$ cat config.mk
export PLATFORM = sky130hd
export DESIGN_NAME = irq_ack_initiator_flat
export DESIGN_NICKNAME = d
export VERILOG_FILES = /design/src/rtl/irq_ack_initiator_pkg.sv /design/src/rtl/irq_ack_initiator_if.sv /design/src/rtl/irq_ack_initiator_prio_enc.sv /design/src/rtl/irq_ack_initiator.sv /design/src/flat_wrapper.sv
export SDC_FILE = /design/constraint.sdc
export NUM_CORES = 1
export LEC_CHECK = 0
export BUFFER_PORTS_ARGS = -buffer_cell sky130_fd_sc_hd__buf_4
export CORE_MARGIN = 3
export CORE_UTILIZATION = 40
export DETAILED_ROUTE_END_ITERATION = 6
export PLACE_DENSITY = 0.68
export SLEW_MARGIN = 5
export SYNTH_ARGS = -nofsm -noshare
export SYNTH_HDL_FRONTEND = slang
export SYNTH_SLANG_ARGS = --single-unit
$ cat constraint.sdc
create_clock -name clk -period 5.18 [get_ports clk]
set_input_delay 0.518 -clock clk [delete_from_list [all_inputs] [get_ports clk]]
set_output_delay 0.518 -clock clk [all_outputs]
set_load 0.05 [all_outputs]
$ cat src/rtl/irq_ack_initiator_pkg.sv
// ---------------------------------------------------------------------------
// irq_hs_pkg
// Shared types and helpers for the interrupt acknowledge initiator.
//   IRQ_W_DEF      : default width of the irq bus / number of sources
//   IRQ_W_MAX      : widest irq bus the helper function handles
//   irq_hs_state_t : handshake FSM states (IDLE, REQ, REL)
//   onehot_lsb()   : isolates the lowest set bit of a vector
// ---------------------------------------------------------------------------
package irq_hs_pkg;

   localparam int IRQ_W_DEF = 8;
   localparam int IRQ_W_MAX = 32;

   typedef enum logic [1:0] {
      IDLE = 2'd0,
      REQ  = 2'd1,
      REL  = 2'd2
   } irq_hs_state_t;

   // Two's complement trick: vec & -vec keeps only the lowest set bit,
   // which is exactly "lowest index wins" priority as a one-hot vector.
   function automatic logic [IRQ_W_MAX-1:0] onehot_lsb(input logic [IRQ_W_MAX-1:0] vec);
      return vec & (-vec);
   endfunction

endpackage

$ cat src/rtl/irq_ack_initiator_if.sv
// ---------------------------------------------------------------------------
// irq_ack_initiator_if
// Handshake bundle between an interrupt initiator and its responder.
//   ack : request strobe, initiator -> responder
//   irq : one-hot source being issued, initiator -> responder
//   gnt : grant level, responder -> initiator
// Modports: master (initiator side), slave (responder side).
// ---------------------------------------------------------------------------
interface irq_ack_initiator_if
   import irq_hs_pkg::*;
#(
   parameter int IRQ_W = IRQ_W_DEF
) ();

   logic             ack;
   logic [IRQ_W-1:0] irq;
   logic             gnt;

   modport master (output ack, output irq, input gnt);
   modport slave  (input ack, input irq, output gnt);

endinterface

$ cat src/rtl/irq_ack_initiator_prio_enc.sv
// ---------------------------------------------------------------------------
// irq_prio_enc
// Combinational priority encoder: the lowest set index of req wins.
//   req    in  IRQ_W : eligible requests (pending & mask)
//   onehot out IRQ_W : one-hot of the winning request, 0 if none
//   valid  out 1     : at least one request present
// ---------------------------------------------------------------------------
module irq_prio_enc
   import irq_hs_pkg::*;
#(
   parameter int IRQ_W = IRQ_W_DEF
) (
   input  logic [IRQ_W-1:0] req,
   output logic [IRQ_W-1:0] onehot,
   output logic             valid
);

   logic [IRQ_W_MAX-1:0] req_wide;
   logic [IRQ_W_MAX-1:0] oh_wide;
   logic                 unused_hi;

   // Widen to the helper's fixed width; the upper request bits are zero,
   // so the winning bit always lands inside the low IRQ_W bits and the
   // remaining result bits are known to be zero.
   assign req_wide  = IRQ_W_MAX'(req);
   assign oh_wide   = onehot_lsb(req_wide);
   assign onehot    = oh_wide[IRQ_W-1:0];
   assign valid     = |req;
   assign unused_hi = |oh_wide;

endmodule

$ cat src/rtl/irq_ack_initiator.sv
// ---------------------------------------------------------------------------
// irq_ack_initiator
// Initiator end of the gnt/ack/irq handshake. Interrupt sources are latched
// into a pending register, the lowest-index enabled pending source is
// issued one-hot on irq with ack high, and a 4-phase handshake is run
// against the responder's gnt.
//
// Ports
//   clk      in   1     clock, all logic on posedge
//   rst      in   1     asynchronous active-high reset
//   irq_src  in   IRQ_W interrupt request levels, sampled every clock
//   irq_mask in   IRQ_W 1 = source may be issued (masked sources still latch)
//   hs       master     ack/irq out, gnt in
//   pending  out  IRQ_W pending register
//   busy     out  1     handshake in progress (state != IDLE)
//   done     out  1     one-cycle pulse when a handshake completes
//   err      out  1     sticky timeout flag
//
// Optional feature macro: IRQ_TIMEOUT_EN
//   Defined   : REQ/REL abort to IDLE after TIMEOUT_CYC cycles, err set.
//   Undefined : FSM waits indefinitely for gnt, err tied low.
// ---------------------------------------------------------------------------
module irq_ack_initiator
   import irq_hs_pkg::*;
#(
   parameter int IRQ_W       = IRQ_W_DEF,
   parameter int TIMEOUT_CYC = 255
) (
   input  logic                clk,
   input  logic                rst,
   input  logic [IRQ_W-1:0]    irq_src,
   input  logic [IRQ_W-1:0]    irq_mask,
   irq_ack_initiator_if.master hs,
   output logic [IRQ_W-1:0]    pending,
   output logic                busy,
   output logic                done,
   output logic                err
);

   irq_hs_state_t    state;
   irq_hs_state_t    state_nxt;
   logic [IRQ_W-1:0] eligible;
   logic [IRQ_W-1:0] sel;
   logic             sel_valid;
   logic [IRQ_W-1:0] irq_q;
   logic [IRQ_W-1:0] clr;
   logic             timeout;

   assign eligible = pending & irq_mask;

   irq_prio_enc #(
      .IRQ_W (IRQ_W)
   ) u_enc (
      .req    (eligible),
      .onehot (sel),
      .valid  (sel_valid)
   );

   // The issued source is cleared only when the responder grants it. The
   // latched irq_q is used rather than the live encoder output so a mask or
   // pending change during REQ cannot clear the wrong bit.
   assign clr = (state == REQ && hs.gnt) ? irq_q : '0;

`ifdef IRQ_TIMEOUT_EN
   localparam int CNT_W = $clog2(TIMEOUT_CYC + 1);

   logic [CNT_W-1:0] cnt;
   logic             abort;

   // Counts cycles spent in the current REQ or REL visit. Any state change
   // restarts it so each phase of the handshake gets the full budget.
   always_ff @(posedge clk or posedge rst) begin
      if (rst) begin
         cnt <= '0;
      end else if (state == IDLE || state_nxt != state) begin
         cnt <= '0;
      end else begin
         cnt <= cnt + CNT_W'(1);
      end
   end

   // The count is compared against one less than the budget so the FSM has
   // spent exactly TIMEOUT_CYC cycles in the phase when it leaves.
   assign timeout = (state != IDLE) && (cnt == CNT_W'(TIMEOUT_CYC - 1));

   // An abort is a timeout that is not pre-empted by the normal gnt edge.
   assign abort = timeout &&
                  ((state == REQ && !hs.gnt) || (state == REL && hs.gnt));

   // err is sticky: once any handshake has been abandoned it stays set
   // until reset so software can see that a responder went silent.
   always_ff @(posedge clk or posedge rst) begin
      if (rst) begin
         err <= 1'b0;
      end else if (abort) begin
         err <= 1'b1;
      end
   end
`else
   logic unused_cfg;

   assign timeout    = 1'b0;
   assign err        = 1'b0;
   assign unused_cfg = (TIMEOUT_CYC != 0);
`endif

   // Pending register: new requests are OR-ed in after the clear, so a
   // source that is high in its own clearing cycle stays pending.
   always_ff @(posedge clk or posedge rst) begin
      if (rst) begin
         pending <= '0;
      end else begin
         pending <= (pending & ~clr) | irq_src;
      end
   end

   // The encoder result is captured while idle so irq stays stable for the
   // whole REQ phase regardless of later pending or mask changes.
   always_ff @(posedge clk or posedge rst) begin
      if (rst) begin
         irq_q <= '0;
      end else if (state == IDLE) begin
         irq_q <= sel;
      end
   end

   // State register.
   always_ff @(posedge clk or posedge rst) begin
      if (rst) begin
         state <= IDLE;
      end else begin
         state <= state_nxt;
      end
   end

   // Next-state logic. A gnt already high while idle is ignored; the REQ
   // exit only looks at gnt sampled in REQ, so a stale grant finishes REQ
   // on its first cycle. The normal gnt edge always beats a timeout.
   always_comb begin
      state_nxt = state;
      case (state)
         IDLE: begin
            if (sel_valid) begin
               state_nxt = REQ;
            end
         end
         REQ: begin
            if (hs.gnt) begin
               state_nxt = REL;
            end else if (timeout) begin
               state_nxt = IDLE;
            end
         end
         REL: begin
            if (!hs.gnt || timeout) begin
               state_nxt = IDLE;
            end
         end
         default: begin
            state_nxt = IDLE;
         end
      endcase
   end

   // Output decode: ack and irq are only driven in REQ so the responder
   // never sees a stale irq vector while ack is low.
   always_comb begin
      hs.ack = 1'b0;
      hs.irq = '0;
      busy   = 1'b0;
      case (state)
         REQ: begin
            hs.ack = 1'b1;
            hs.irq = irq_q;
            busy   = 1'b1;
         end
         REL: begin
            busy   = 1'b1;
         end
         default: begin
         end
      endcase
   end

   // done marks the cycle after the responder drops gnt in REL, i.e. the
   // first idle cycle after a completed handshake. Aborts leave REL with
   // gnt still high and therefore never pulse done.
   always_ff @(posedge clk or posedge rst) begin
      if (rst) begin
         done <= 1'b0;
      end else begin
         done <= (state == REL) && !hs.gnt;
      end
   end

endmodule

$ cat src/flat_wrapper.sv
// flat-port wrapper written by rule: the top's interface ports become plain ports
module irq_ack_initiator_flat import irq_hs_pkg::*;
#(
   parameter int IRQ_W       = IRQ_W_DEF,
   parameter int TIMEOUT_CYC = 255
)
  (clk, rst, irq_src, irq_mask, pending, busy, done, err, hs_ack, hs_irq, hs_gnt);
  irq_ack_initiator_if #(.IRQ_W(IRQ_W)) hs_i ();
  input  logic clk;
  input  logic rst;
  input  logic [IRQ_W-1:0] irq_src;
  input  logic [IRQ_W-1:0] irq_mask;
  output logic [IRQ_W-1:0] pending;
  output logic busy;
  output logic done;
  output logic err;
  output wire logic [$bits(hs_i.ack)-1:0] hs_ack;
  output wire logic [$bits(hs_i.irq)-1:0] hs_irq;
  input wire logic [$bits(hs_i.gnt)-1:0] hs_gnt;
  assign hs_ack = hs_i.ack;
  assign hs_irq = hs_i.irq;
  assign hs_i.gnt = hs_gnt;
  irq_ack_initiator #(.IRQ_W(IRQ_W), .TIMEOUT_CYC(TIMEOUT_CYC)) u_core (.clk(clk), .rst(rst), .irq_src(irq_src), .irq_mask(irq_mask), .hs(hs_i), .pending(pending), .busy(busy), .done(done), .err(err));
endmodule
# Word level (Yosys, flattened, before mapping)
# Index checks and enable logic that the tools add are counted.
# Widths: inputs -> output; s select.
dict set report word_totals {
  register_bits 19
  inputBits 19
  output_inout_bits 20
  elab_cells 30
}
dict set report classes {
  add_sub_neg 1
  n_eq_ne 5
  n_mux 8
  bitwise_logic 5
  n_reduce_logical 7
}
# op count
set ops {}
lappend ops {{$and 8x8->8} 3}
lappend ops {{$mux 8} 2}
lappend ops {{$neg 8->8} 1}
lappend ops {{$not 8->8} 1}
lappend ops {{$or 8x8->8} 1}
lappend ops {{$reduce_or 8->1} 1}
lappend ops {{$mux 2} 3}
lappend ops {{$pmux 2 s3} 1}
lappend ops {{$ne 2x2->1 const B} 2}
lappend ops {{$reduce_and 3->1} 1}
lappend ops {{$eq 2x1->1 const B} 1}
lappend ops {{$eq 2x2->1 const B} 1}
lappend ops {{$logic_and 1x1->1} 2}
lappend ops {{$logic_not 2->1} 1}
lappend ops {{$mux 1} 2}
lappend ops {{$ne 2x1->1 const B} 1}
lappend ops {{$reduce_or 2->1} 1}
lappend ops {{$logic_not 1->1} 1}

# Logic depth before layout (Yosys ltp)
dict set report depth {
  word_depth 6
  depth_mapped 6
  ltp_nobuf 5
}

# Modules after synthesis
# A second synthesis with hierarchy kept.
dict set report unflattened {
  cells_unflattened 90
  hier_area_um2 1013.5
}
# mod n_inst cells_per_inst area_each_um2
set modules_own_cells {}
lappend modules_own_cells {irq_ack_initiator 1 78 917.1}
lappend modules_own_cells {irq_prio_enc 1 12 96.3}

# Worst setup path after synthesis
# No wires, ideal clock.
dict set report synth_timing {
  kind {reg2out}
  startpoint {reg u_core.state[1]}
  endpoint {out hs_irq[7]}
  arrival_ns 1.574
  required_ns 4.662
  slack_ns 3.088
  path_stages_with_launch 4
  path_cell_list {dfrtp_1 -> inv_1 -> ha_1 -> and2_1}
}
dict set report synth_between {
  elab_chain_len 2
}
# element line
set synth_rtl {}
lappend synth_rtl {{start: declaration} irq_ack_initiator.sv:40} ;# irq_hs_state_t state;
lappend synth_rtl {{start signal: assignment} irq_ack_initiator.sv:132} ;# state <= state_nxt;
lappend synth_rtl {{$eq 2x1->1} irq_ack_initiator.sv:171} ;# case (state)
lappend synth_rtl {{$mux 8} irq_ack_initiator.sv:171}
lappend synth_rtl {{end: declaration} flat_wrapper.sv:18} ;# output wire logic [$bits(hs_i.irq)-1:0] hs_irq;
# No other way between the ends.

# Final worst setup path
dict set report layout_timing {
  startpoint {reg u_core.state[1]}
  endpoint {out hs_irq[4]}
}
# Same word-level chain as after synthesis.

==> impl_metrics.json <==
{
  "status": "finished, final reports clean",
  "cts_buffers": 3,
  "crit_required_ns": 4.66,
  "r2r_slack_ns": 3.13,
  "layout_common_cells": "buf_4 (37), dfrtp_1 (19), nand2_1 (15), inv_1 (11), and2_1 (10)",
  "post-place-ws_ns": 3.16,
  "finalHoldViolCount": 0,
  "vias_per_cell": 5.09,
  "peakVddDrop_mv": 0.276,
  "cts_tree": "done",
  "critical_path_class": "register to primary output",
  "synth-simple-area-share": 0.197,
  "worst-path-buf-inv": 2,
  "synth_fp_nets": 122,
  "die_area_sq_um": 3110,
  "fp-row-count": 17,
  "postSynthCellCount": 98,
  "pin_count": 39,
  "cp_slowest_cell": "dfrtp_1",
  "slew_headroom": 0.493,
  "end_kind": "primary output",
  "overflow": 0,
  "fin_crit_sh": 0.416,
  "ys_seq_area_frac": 0.479,
  "initial_core_util": 0.436,
  "synth.ff_latch_count": 19,
  "worstMarginPinSlew_ns": 0.760,
  "ctsHoldBuffers": 0,
  "reg2reg_depth": 5,
  "setup_viol": 0,
  "grt_pass1_wl_um": 3730,
  "dpl_cell_area_sq_um": 1290,
  "fin_skew_ns": 0.00590,
  "antenna_found_initial": 0,
  "grt_max_degree": 20,
  "clkLatencyLatePin_ns": 0.29,
  "post-route-min-period_ns": 2.16,
  "yosys.area_share.adder": 0.0631,
  "clockBufferDepth": 2,
  "io_buffers": 37,
  "area_growth_pct": 32.4,
  "grt_pass1_vias": 855,
  "cp-start-kind": "register",
  "r2r-end": "u_core.state[0]$_DFFE_PP0P_",
  "fp.dieW_um": 55.8,
  "p_per_area_nw_per_um2": 430,
  "drt_iter0_drc": 5,
  "drive_gt1_frac": 0.341,
  "r2r-start": "u_core.state[0]$_DFFE_PP0P_",
  "synthMuxAreaShare": 0.0404,
  "worstHoldPathType": "primary input to async pin",
  "clkSinkCount": 19,
  "avgSynthCellArea_sq_um": 10.1,
  "post_cts_buffers": 0,
  "core_sq_um": 2280,
  "drc": 0,
  "hpwl_um": 1700,
  "drt-pass1-iter-count": 4,
  "gp_congestion": 0.749,
  "synth_top_family_by_area": "simple AND/OR/NAND/NOR gates",
  "totalWireLength_um": 2230,
  "path_delay_family": "flip-flops",
  "fin_tns_setup_ns": 0,
  "fmax_ghz": 0.464,
  "setup_slack_ns": 3.02,
  "final_antenna_net_count": 0,
  "routedWlPerCell_um": 13.7,
  "drv_cap": 0,
  "synth_area_sq_um": 992,
  "cts_max_level": 1,
  "path_max_fanout": 11,
  "leakagePower_nw": 0.609,
  "grt_use_total": 0.148,
  "num_vias": 829,
  "rsz0062_at_grt": "false",
  "synthXorXnorAreaFrac": 0,
  "antenna_cells": 0,
  "final_common_cell": "buf_4",
  "synth_compound_area_frac": 0.156,
  "crit_chain": "inv_1 > ha_1 > and2_1 > buf_4",
  "path_clk_slew_ns": 0.12,
  "finalNetCount": 160,
  "cts_resized": 0,
  "yosysWarningCount": 0,
  "maxSlewViolCount": 0,
  "cp_data_arrival_time_ns": 1.64,
  "die_h_um": 55.8,
  "yosysUniqueCellTypes": 21,
  "setup.worst_path.start": "u_core.state[1]$_DFFE_PP0P_",
  "cts_root_buf": "clkbuf_4",
  "final_area_sq_um": 1310,
  "cpPeakStageDelay_ns": 0.42
}
-- power by group --
| group | switching (mW) | total (mW) | internal (mW) |
|---|---|---|---|
| clock | 0.0480 | 0.0767 | 0.0287 |
| combinational | 0.189 | 0.289 | 0.100 |
| sequential | 0.0238 | 0.200 | 0.176 |
| total | 0.260 | 0.565 | 0.305 |
-- cells by family (layout without fill, tap and decap cells) --
| family | Yosys count | count (layout) |
|---|---|---|
| multiplexers | 3 | 3 |
| other | 1 | 1 |
| flip-flops | 19 | 19 |
| AND/OR/NAND/NOR | 36 | 36 |
| buffers and inverters | 15 | 52 |
| AO/OA/AOI/OAI | 19 | 19 |
| adder cells (fa/ha/maj) | 5 | 5 |
-- metrics by stage --
step / utilization / std cells / power, mW / hold slack (ns)
4_1_cts: 0.577 / 163 / 0.570 / 0.372
2_1_floorplan: - / 98 / 0.413 / 0.469
3_3_place_gp: 0.565 / 159 / 0.483 / 0.494
5_1_grt: 0.577 / 163 / 0.600 / 0.366
6_report: 0.577 / 163 / 0.565 / 0.344
3_5_place_dp: 0.565 / 159 / 0.493 / 0.507
-- state kept, by name, summed over array words and instances (netlist names) --
name            flops
u_core.done         1
u_core.pending      8
u_core.state        2
u_core.irq_q        8
-- cell type report --
| type | count | area [sq um] |
|---|---|---|
| clock buffers | 3 | 22.5 |
| clock inverters | 1 | 5.00 |
| fillers | 204 | 962 |
| inverters | 11 | 41.3 |
| multi-input cells | 64 | 457 |
| flip-flops and latches | 19 | 475 |
| well taps | 28 | 35.0 |
| repair buffers | 37 | 278 |
-- metal layers --
layer  up-vias  GRT usage  routed length [um]
li1        398          -                   -
met1       400      0.184                 975
met2        29      0.260                1120
met3         2     0.0302                 127
met4         0     0.0347                  10
met5         -          0                   0
-- worst max path at each step --
stage                                       end  slack, ns  cells after the start
global placement    u_core.state[0]$_DFFE_PP0P_       3.27                      5
CTS                                   hs_irq[4]       3.01                      4
detailed placement  u_core.state[0]$_DFFE_PP0P_       3.16                      5
finish                                hs_irq[4]       3.02                      4
floorplan                             hs_irq[7]       3.09                      3
global route                          hs_irq[4]       2.88                      4
-- Yosys cell counts --
master / n / area (sq um)
conb_1: 1 / 3.75
a21o_1: 8 / 60.1
buf_4: 1 / 7.51
clkbuf_1: 3 / 11.3
o31ai_4: 1 / 21.3
dfrtp_1: 19 / 475
mux2_4: 2 / 30.0
and2_1: 10 / 62.6
o22ai_1: 3 / 18.8
o21ai_0: 4 / 20.0
mux2i_1: 1 / 10.0
a21oi_1: 1 / 5.00
a22oi_4: 1 / 21.3
nand2_1: 15 / 56.3
o32ai_1: 1 / 8.76
nand4_4: 1 / 21.3
nor2b_1: 1 / 6.26
nand3_1: 6 / 30.0
nand4_1: 3 / 18.8
inv_1: 11 / 41.3
ha_1: 5 / 62.6
Power figures use the tool's default switching activity.
